--- src/rtl/amradio_wd_pkg.sv ---
// Shared definitions for the watchdog link: heartbeat FSM states and the
// default kick/timeout constants used by both heartbeat_gen and watchdog_timer.
package amradio_wd_pkg;

  typedef enum logic [1:0] {
    HB_IDLE  = 2'd0,
    HB_RUN   = 2'd1,
    HB_HOLD  = 2'd2,
    HB_FAULT = 2'd3
  } hb_state_e;

  localparam int unsigned WD_KICK_PERIOD  = 1_000_000;
  localparam int unsigned WD_LIVE_TIMEOUT = 4_000_000;
  localparam int unsigned WD_CNT_W        = 32;

endpackage

--- src/rtl/wd_term_counter.sv ---
// CNT_W-bit up-counter with synchronous clear (dominant over enable) and a
// terminal-count flag that is high while the count equals TERM.
module wd_term_counter #(
  parameter int unsigned          CNT_W = amradio_wd_pkg::WD_CNT_W,
  parameter logic [CNT_W-1:0]     TERM  = '1
) (
  input  logic clk_i,
  input  logic rst_ni,
  input  logic clr_i,
  input  logic en_i,
  output logic tc_o
);

  logic [CNT_W-1:0] cnt_q, cnt_d;

  always_comb begin
    cnt_d = cnt_q;
    if (clr_i) begin
      cnt_d = '0;
    end else if (en_i) begin
      cnt_d = cnt_q + CNT_W'(1);
    end
  end

  always_ff @(posedge clk_i or negedge rst_ni) begin
    if (!rst_ni) begin
      cnt_q <= '0;
    end else begin
      cnt_q <= cnt_d;
    end
  end

  assign tc_o = (cnt_q == TERM);

endmodule

--- src/rtl/heartbeat_gen.sv ---
// Kicking end of the watchdog link: periodic one-cycle heartbeat while the
// supervised path proves liveness, immediate kick on a warning edge, FAULT latch.
module heartbeat_gen
  import amradio_wd_pkg::*;
#(
  parameter int unsigned KICK_PERIOD  = WD_KICK_PERIOD,
  parameter int unsigned LIVE_TIMEOUT = WD_LIVE_TIMEOUT,
  parameter int unsigned CNT_W        = WD_CNT_W
) (
  input  logic        clk,
  input  logic        rstn,
  input  logic        enable,
  input  logic        alive,
  input  logic        wd_warning,
  input  logic        wd_triggered,
  input  logic        clear_fault,
  output logic        heartbeat,
  output logic [1:0]  state,
  output logic        fault,
  output logic [15:0] kick_count
);

  if (CNT_W < 1 || CNT_W > 32) begin : g_chk_width
    $error("heartbeat_gen: CNT_W must be in 1..32");
  end
  if (KICK_PERIOD < 2) begin : g_chk_period
    $error("heartbeat_gen: KICK_PERIOD must be >= 2");
  end
  if (LIVE_TIMEOUT <= KICK_PERIOD) begin : g_chk_timeout
    $error("heartbeat_gen: LIVE_TIMEOUT must exceed KICK_PERIOD");
  end
  if (64'(LIVE_TIMEOUT) > (64'd1 << CNT_W)) begin : g_chk_fit
    $error("heartbeat_gen: LIVE_TIMEOUT-1 does not fit in CNT_W bits");
  end

  hb_state_e   state_q, state_d;
  logic        hb_q, hb_d;
  logic        fault_q;
  logic        warn_q;
  logic [15:0] kc_q, kc_d;

  logic in_run, active, warn_edge, timeout;
  logic period_tc, live_tc, period_clr, live_clr;

  wd_term_counter #(
    .CNT_W (CNT_W),
    .TERM  (CNT_W'(KICK_PERIOD - 1))
  ) u_period_cnt (
    .clk_i  (clk),
    .rst_ni (rstn),
    .clr_i  (period_clr),
    .en_i   (in_run),
    .tc_o   (period_tc)
  );

  wd_term_counter #(
    .CNT_W (CNT_W),
    .TERM  (CNT_W'(LIVE_TIMEOUT - 1))
  ) u_live_cnt (
    .clk_i  (clk),
    .rst_ni (rstn),
    .clr_i  (live_clr),
    .en_i   (in_run),
    .tc_o   (live_tc)
  );

  always_comb begin
    in_run    = (state_q == HB_RUN);
    active    = in_run & enable & ~wd_triggered;
    warn_edge = wd_warning & ~warn_q;
    timeout   = in_run & live_tc & ~alive;
    // A warning edge landing on the pulse cycle itself is absorbed so the
    // heartbeat never stretches to two cycles.
    hb_d       = active & ~timeout & (period_tc | (warn_edge & ~hb_q));
    period_clr = ~active | timeout | hb_d;
    live_clr   = ~active | timeout | alive;

    kc_d = kc_q;
    if (hb_d && kc_q != '1) begin
      kc_d = kc_q + 16'd1;
    end

    state_d = state_q;
    if (wd_triggered) begin
      state_d = HB_FAULT;
    end else if (state_q == HB_FAULT) begin
      if (clear_fault) state_d = HB_IDLE;
    end else if (!enable) begin
      state_d = HB_IDLE;
    end else begin
      unique case (state_q)
        HB_IDLE: state_d = HB_RUN;
        HB_RUN:  if (timeout) state_d = HB_HOLD;
        HB_HOLD: if (alive)   state_d = HB_RUN;
        default: state_d = state_q;
      endcase
    end
  end

  always_ff @(posedge clk or negedge rstn) begin
    if (!rstn) begin
      state_q <= HB_IDLE;
      hb_q    <= 1'b0;
      fault_q <= 1'b0;
      warn_q  <= 1'b0;
      kc_q    <= '0;
    end else begin
      state_q <= state_d;
      hb_q    <= hb_d;
      fault_q <= (state_d == HB_FAULT);
      warn_q  <= wd_warning;
      kc_q    <= kc_d;
    end
  end

  assign heartbeat  = hb_q;
  assign state      = state_q;
  assign fault      = fault_q;
  assign kick_count = kc_q;

endmodule

--- config.mk ---
export PLATFORM = sky130hd
export DESIGN_NAME = heartbeat_gen
export DESIGN_NICKNAME = d
export VERILOG_FILES = /design/src/rtl/amradio_wd_pkg.sv /design/src/rtl/wd_term_counter.sv /design/src/rtl/heartbeat_gen.sv
export SDC_FILE = /design/constraint.sdc
export NUM_CORES = 1
export LEC_CHECK = 0
export ABC_AREA = 0
export CORE_MARGIN = 3
export CORE_UTILIZATION = 30
export DETAILED_ROUTE_END_ITERATION = 10
export PLACE_DENSITY_LB_ADDON = 0.15
export RECOVER_POWER = 25
export SLEW_MARGIN = 10
export SYNTH_ARGS = -nofsm -noshare
export SYNTH_HDL_FRONTEND = slang
export SYNTH_HIERARCHICAL = 1
export SYNTH_SLANG_ARGS = --single-unit
--- constraint.sdc ---
create_clock -name clk -period 3.2 [get_ports clk]
set_input_delay 0.64 -clock clk [delete_from_list [all_inputs] [get_ports clk]]
set_output_delay 0.64 -clock clk [all_outputs]
set_load 0.01 [all_outputs]
**Yosys cells after proc, flatten, opt, wreduce, memory -nomap -nowiden**

Cells that the tools add are included.

- Equality and inequality tests: 7
- Reduce and logical (&&, ||, !) cells: 4
- Bitwise logic cells: 18
- $add $sub $neg: 3
- Mux-type cells: 11

Operator list:

| cell | count |
|---|---|
| 32-bit 2-to-1 mux | 4 |
| 32-bit by 1-bit adder with 32-bit output, second input constant | 2 |
| 32-bit by 20-bit equality test with 1-bit output, second input constant | 1 |
| 32-bit by 22-bit equality test with 1-bit output, second input constant | 1 |
| 16-bit by 1-bit adder with 16-bit output, second input constant | 1 |
| 16-bit inequality test, second input constant | 1 |
| 2-bit 2-to-1 mux | 6 |
| 1-bit AND | 8 |
| 2-bit equality test, second input constant | 3 |
| 1-bit NOT | 6 |
| 2-bit case mux with 3 select lines | 1 |
| 1-bit bitwise OR | 4 |
| 2-bit nonzero test | 2 |
| 2-bit by 1-bit equality test with 1-bit output, second input constant | 1 |
| 2-bit logical NOT | 1 |
| 1-bit logical AND | 1 |

- Word-level logic and storage cells: 50
- Input port bits: 7
- Flip-flop bits (word level): 85
- Output and inout bits: 20

**Longest topological paths before layout**

Gate-level depths: netlist (run 1).

- Word-level depth: 9
- Gate-level depth with buffers: 13
- Depth with buffers taken out: 10

**By module**

Netlist (run 1), hierarchy kept.

Modules (own cells, without submodules):

| module | seq. area each (sq um) | instances | area an instance (sq um) | cells each |
|---|---|---|---|---|
| wd_term_counter at u_period_cnt | 800.8 | 1 | 1829.3 | 186 |
| wd_term_counter at u_live_cnt | 800.8 | 1 | 1826.8 | 185 |
| heartbeat_gen | 525.5 | 1 | 1001.0 | 82 |

**Least setup slack after synthesis (run 1)**

OpenSTA, ideal clock, no wires.

- Kind: register -> register
- From: reg u_period_cnt.cnt_q[6]
- To: reg u_period_cnt.cnt_q[28]
- Data required time: 3.081 ns
- Stages on the path, launching flop included: 14
- Slack: 0.503 ns
- Clock period less this slack: 2.697 ns
- Setup time: 0.119 ns
- Path buffers: 3
- Arrival time: 2.579 ns
- Cell sequence: dfrtp_1 > clkbuf_2 > nor4b_1 > nand3_1 > nor4_1 > nor2_1 > nand3_1 > buf_6 > o211ai_2 > or2_1 > buf_6 > nor4_2 > xnor2_1 > nor2_1

- Longest elaborated chain between the ends: 5
- Elaborated cells between the ends (all ways): 8

RTL lines:

| item | line | text |
|---|---|---|
| from (decl) | wd_term_counter.sv:14 | `logic [CNT_W-1:0] cnt_q, cnt_d;` |
| from (signal assigned) | wd_term_counter.sv:29 | `cnt_q <= cnt_d;` |
| 32-bit by 20-bit equality test with 1-bit output (*) | wd_term_counter.sv:33 | `assign tc_o = (cnt_q == TERM);` |
| via period_tc | heartbeat_gen.sv:43 | `logic period_tc, live_tc, period_clr, live_clr;` |
| 1-bit bitwise OR (*) | heartbeat_gen.sv:74 | `hb_d = active & ~timeout & (period_tc \| (warn_edge & ~hb_q));` |
| 1-bit AND (*) | heartbeat_gen.sv:74 |  |
| 1-bit bitwise OR (*) | heartbeat_gen.sv:75 | `period_clr = ~active \| timeout \| hb_d;` |
| via period_clr | heartbeat_gen.sv:43 |  |
| 32-bit 2-to-1 mux / 2-bit nonzero test (equally long branches) | n/a |  |

The timed path passes the listed nets; every way through them passes the cells marked *. The select of a mux whose other input is x is not followed.
A chain may end at the register's enable or synchronous reset.

**Worst setup path in the final report (run 1)**

- From: reg u_live_cnt.cnt_q[9]
- To: reg u_period_cnt.cnt_q[31]

- Longest elaborated chain between the ends: 8
- Elaborated cells between the ends (all ways): 10

RTL lines:

| item | line | text |
|---|---|---|
| from (decl) | wd_term_counter.sv:14 |  |
| from (signal assigned) | wd_term_counter.sv:29 |  |
| 32-bit by 22-bit equality test with 1-bit output (*) | wd_term_counter.sv:33 |  |
| via live_tc | heartbeat_gen.sv:43 |  |
| 1-bit AND (*) (2 in a row) | heartbeat_gen.sv:71 | `timeout = in_run & live_tc & ~alive;` |
| 1-bit NOT | heartbeat_gen.sv:74 |  |
| 1-bit AND (2 in a row) | heartbeat_gen.sv:74 |  |
| 1-bit bitwise OR (*) | heartbeat_gen.sv:75 |  |
| via period_clr | heartbeat_gen.sv:43 |  |
| 32-bit 2-to-1 mux / 2-bit nonzero test (equally long branches) | n/a |  |

The timed path passes the listed nets; every way through them passes the cells marked *.

==> impl_metrics.json, run 1 <==
{
  "place_area_um2": 5070,
  "yosys_warnings": 6,
  "use_met1_pct": 18.5,
  "hold_violations": 0,
  "critPathSlowestCell": "dfrtp_1",
  "num_io_pins": 27,
  "finalInstanceArea_um2": 5370,
  "hold_class": "reg -> reg",
  "grt_pass1_wl_um": 18200,
  "worstSetupEndpointType": "flip-flop",
  "avgSynthCellArea_um2": 10.3,
  "drt_drc_violations_left": 0,
  "critical_path_arrival_ns": 3.18,
  "synth_seq_area_share_pct": 45.7,
  "drive_above_1_share_pct": 13.0,
  "async_reset_ff_share_pct": 100,
  "final_nets": 489,
  "cts_buffers": 9,
  "worstSetupPathType": "reg -> reg",
  "period_needed_ns": 2.92,
  "clock_skew_ns": 0.00982,
  "fin_setup_tns_ns": 0,
  "area_growth_pct": 15.3,
  "drv_cap": 0,
  "core_um2": 14900,
  "ant_nets": 0,
  "ff_latch_area_um2": 2130,
  "grt_busiest_layer": "met2",
  "syn_area_um2": 4660,
  "fillers": 1536,
  "grt_pass1_vias": 3528,
  "cts_max_level": 3,
  "grt_max_degree": 56,
  "multi_input_area_um2": 2360,
  "peakVddDrop_mv": 0.243,
  "wl_um": 10500,
  "drv_slew": 0,
  "grt_use_met2_pct": 21.0,
  "status": "finished, final reports clean",
  "worst-path-max-fanout": 5,
  "clk_pin_slew_ns": 0.07,
  "hold_buffers": 0,
  "diodes": 0,
  "fp.dieW_um": 131,
  "finalWorstSetupSlack_ns": 0.282,
  "die_height_um": 131,
  "gp_congestion": 0.796,
  "drt-initial-drc-count": 181,
  "dieArea_um2": 17100,
  "firstDrtPassIters": 4,
  "max_freq_mhz": 343,
  "rsz0062_at_grt": "false",
  "slew_headroom_pct": 1.53,
  "synth_flop_cell": "dfrtp_1",
  "place_hpwl_um": 7260,
  "path_cells": "nor4_1, nand4_1, nor3_1, buf_4, nand2b_1, nand3_1, o211a_1, nand3_1, nor3b_2, nand4_1, a21oi_1",
  "synth_edf_count": 0,
  "tightestPinTransition_ns": 1.48,
  "synth_cell_types": 55,
  "p_leak_nw": 2.01,
  "portBuffers": 26,
  "cts_tree": "done",
  "start_kind": "flip-flop",
  "crit_family": "simple AND/OR/NAND/NOR gates",
  "grt_overflow": 0,
  "antenna_found_initial": 0,
  "totalPowerFinal_mw": 2.23,
  "powerDensity_nw_per_um2": 415,
  "cts_buffer_depth": 2,
  "wire_per_inst_um": 15.7,
  "syn_nets": 463,
  "ctsRootBufferMaster": "clkbuf_16",
  "setup_viol": 0,
  "cts_setup_buffers": 0,
  "worstPathRequired_ns": 3.47,
  "post_cts_resized": 0,
  "vias_per_cell": 5.20,
  "num_vias": 3476,
  "grt_usage_pct": 13.5,
  "timing.final.crit_share_pct": 91.2,
  "pre_cts_ws_ns": 0.133,
  "grtUsageMet3_pct": 3.29,
  "start_util_pct": 31.3,
  "ys_ff_latch": 85,
  "path_buf_inv": 1,
  "max_stage_delay_ns": 0.42,
  "reg2reg_slack_ns": 0.28,
  "syn_inst": 453,
  "clkLatencyLatePin_ns": 0.34,
  "clock-sinks": 85,
  "holdWs_ns": 0.497,
  "rows": 44
}
==> kinds of logic after synthesis <==
logic type                 Yosys count  share of synthesized area (%)
buffers and inverters               29                           4.11
adders and majority gates            3                          0.806
xor gates and xnor gates            57                           10.7
AOI/OAI and AO/OA                   51                           8.25
muxes                                4                          0.887
DFF                                 85                           45.7
and+or+nand+nor                    224                           29.6
==> cell usage in the layout, fill, tap and decap left out, types with 4 or more instances in the layout <==
cell type | netlist | final
xnor2_1 | 35 | 35
clkbuf_16 | 0 | 9
and4_4 | 4 | 4
and4_1 | 7 | 7
inv_1 | 8 | 8
nor3_1 | 9 | 9
xor2_1 | 22 | 22
or4_1 | 16 | 16
a21oi_1 | 20 | 20
o21ai_0 | 4 | 4
dfrtp_1 | 85 | 85
buf_4 | 1 | 9
nand4_1 | 28 | 28
nor4_2 | 4 | 5
o31ai_1 | 16 | 16
nand3_1 | 25 | 25
clkdlybuf4s50_1 | 0 | 24
nor2_1 | 50 | 50
and3_1 | 8 | 8
nand2_1 | 30 | 30
nor4_1 | 12 | 11
and2_1 | 5 | 5
==> report_power, final <==
part | switching (mW) | internal (mW)
combinational | 0.0670 | 0.0569
sequential | 0.0246 | 1.09
clock | 0.441 | 0.548
total | 0.532 | 1.70
==> stage by stage <==
step | utilization, % | instances
6_report | 36.1 | 668
3_3_place_gp | 34.1 | 652
4_1_cts | 36.0 | 668
3_5_place_dp | 34.1 | 652
5_1_grt | 36.1 | 668
2_1_floorplan | - | 453
==> flip-flops by register name (all words and copies together) (netlist names) <==
name / cells
fault: 1
heartbeat: 1
state: 2
u_live_cnt/cnt_q: 32
u_period_cnt/cnt_q: 32
warn_q: 1
kick_count: 16
==> synth_stat cells, types with 7 or more instances <==
cell type,number,area (um^2)
dfrtp_1,85,2130
nor2_1,50,188
xnor2_1,35,307
nand2_1,30,113
nand4_1,28,175
nand3_1,25,125
xor2_1,22,193
a21oi_1,20,100
o31ai_1,16,120
or4_1,16,120
nor4_1,12,75.1
nor3_1,9,45.0
and3_1,8,50.1
inv_1,8,30.0
and4_1,7,61.3
==> final cells by class <==
| cell class | instances | area share (%) |
|---|---|---|
| multi-input combinational | 339 | 44.0 |
| sequential | 85 | 39.6 |
| timing repair buffer | 36 | 6.38 |
| clock buffer | 11 | 4.52 |
| tap | 184 | 4.29 |
| clock inverter | 5 | 0.629 |
| inverter | 8 | 0.559 |
==> layer usage <==
layer,vias to the layer above,wire (um)
met5,-,0
met4,0,161
met3,11,348
met2,47,4890
met1,1706,5080
li1,1712,-
==> path summary, 6_finish.rpt <==
| path | from | to | cells past startpoint |
|---|---|---|---|
| worst max-delay path | u_live_cnt/cnt_q[9] | u_period_cnt/cnt_q[31] | 11 |
| worst min-delay path | kick_count[15] | kick_count[15] | 1 |
| min in group asynchronous | rstn | u_period_cnt/cnt_q[29] | 1 |
| max in group asynchronous | rstn | u_live_cnt/cnt_q[18] | 1 |
| worst min register to register | kick_count[15] | kick_count[15] | 1 |
| worst max register to register | u_live_cnt/cnt_q[9] | u_period_cnt/cnt_q[31] | 11 |
Power figures use the tool's default switching activity.
==> run 2, diff against run 1 <==
- CORE_UTILIZATION: 30 -> 25
==> impl_metrics.json, run 2 (synthesis gave the netlist of run 1 again) <==
{
  "status": "complete, but fails checks",
  "violations": "max-capacitance violations, max-slew violations",
  "start_util_pct": 25.7,
  "clock_skew_ns": 0.0116,
  "clock-sinks": 85,
  "start_kind": "flip-flop",
  "critical_path_arrival_ns": 3.13,
  "grt_usage_pct": 11.3,
  "totalPowerFinal_mw": 2.39,
  "mostFrequentLayoutCell": "dfrtp_1",
  "hold_buffers": 0,
  "peakVddDrop_mv": 0.228,
  "fillers": 1908,
  "worst-path-max-fanout": 6,
  "num_io_pins": 27,
  "final_nets": 494,
  "rsz0062_at_grt": "false",
  "worstSetupPathType": "reg -> reg",
  "cts_tree": "done",
  "tightestPinTransition_ns": 2.18,
  "num_vias": 3516,
  "pre_cts_ws_ns": 0.0128,
  "dieArea_um2": 20300,
  "finalWorstSetupSlack_ns": 0.307,
  "grt_max_degree": 86,
  "place_area_um2": 5160,
  "wire_per_inst_um": 15.1,
  "max_freq_mhz": 346,
  "worstSetupEndpointType": "flip-flop",
  "powerDensity_nw_per_um2": 435,
  "cts_buffer_depth": 2,
  "grt_pass1_vias": 3474,
  "fin_cells": 718,
  "cts_buffers": 9,
  "vias_per_cell": 4.90,
  "drt_drc_violations_left": 0,
  "wl_um": 10800,
  "core_um2": 18100,
  "setup_viol": 0,
  "hold_violations": 0,
  "firstDrtPassIters": 4,
  "grt_pass1_wl_um": 18500,
  "cts_setup_buffers": 0,
  "area_growth_pct": 18.1,
  "drv_slew": 86,
  "placed_cells": 702,
  "period_needed_ns": 2.89,
  "ctsRootBufferMaster": "clkbuf_16",
  "drv_cap": 1,
  "drt-initial-drc-count": 122,
  "rows": 49,
  "clk_pin_slew_ns": 0.07,
  "grt_overflow": 0,
  "ant_nets": 0,
  "layout_common_cells": "dfrtp_1 (85), nor2_1 (50), xnor2_1 (35), nand2_1 (30), nand4_1 (28)",
  "diodes": 0,
  "p_leak_nw": 2.06,
  "timing.final.crit_share_pct": 90.4,
  "place_hpwl_um": 7530,
  "cts_max_level": 3,
  "die_height_um": 142,
  "clkLatencyLatePin_ns": 0.35,
  "antenna_found_initial": 0,
  "worstPathRequired_ns": 3.43,
  "gp_congestion": 0.742,
  "hold_class": "reg -> reg",
  "fin_setup_tns_ns": 0,
  "finalInstanceArea_um2": 5500,
  "slew_headroom_pct": -45.2,
  "drive_above_1_share_pct": 13.7,
  "portBuffers": 26,
  "fp.dieW_um": 142
}
-- run 2: per-stage QoR --
stage               util, %  hold WS (ns)
floorplan                 -         0.344
global placement       28.5         0.475
detailed placement     28.5         0.489
CTS                    30.3         0.351
global route           30.3         0.536
finish                 30.3         0.493
-- run 2: where the power goes --
part / internal, mW / leakage [nW] / switching [mW] / total [mW]
Clock: 0.692 / 0.154 / 0.459 / 1.15
Combinational: 0.0556 / 0.728 / 0.0692 / 0.125
Sequential: 1.09 / 1.17 / 0.0248 / 1.12
-- run 2: final timing paths --
path	to	cells after the start	startpoint	slack, ns
min reg2reg	kick_count[15]	1	kick_count[15]	0.49
min	kick_count[15]	1	kick_count[15]	0.49
max	u_period_cnt/cnt_q[26]	11	u_period_cnt/cnt_q[7]	0.31
max reg2reg	u_period_cnt/cnt_q[26]	11	u_period_cnt/cnt_q[7]	0.31
min in group asynchronous	u_period_cnt/cnt_q[27]	2	rstn	1.03
max in group asynchronous	u_live_cnt/cnt_q[17]	2	rstn	0.87
-- run 2: layout make-up --
class / count / area [um^2] / share of cell area, %
repair buffers: 41 / 368 / 6.69
multi-input cells: 339 / 2370 / 43.0
clock buffers: 10 / 229 / 4.16
well taps: 229 / 287 / 5.21
clock inverters: 6 / 93.8 / 1.71
inverters: 8 / 30.0 / 0.546
flip-flops and latches: 85 / 2130 / 38.7
-- run 2: per-layer routing --
layer	global-route usage (%)	vias to the layer above	wire, um
met3	2.55	9	409
li1	-	1723	-
met2	16.5	61	4700
met1	16.3	1723	5560
met5	0	-	0
met4	4.10	0	138
-- run 2: worst max-delay path, stage by stage, from the launching register on --
cell and delay [ns]:
dfrtp_1 0.47, nor4b_2 0.35, nand3_1 0.19, nor4_4 0.27
buf_4 0.18, nor2_1 0.05, nand3_1 0.20, o211ai_2 0.15
or2_1 0.37, nor4_2 0.36, xnor2_1 0.15, nor2_1 0.05
-- run 2: what timing repair did --
action                                  CTS  global route
endpoints found under the setup margin    1            16
pin swaps                                 0             1
resized for setup                         1             3
==> run 3, diff against run 2 <==
- CTS_CLUSTER_DIAMETER: unset -> 30
==> results of run 3 <==
Final layout, timing and power as in run 2 (identical DEF).
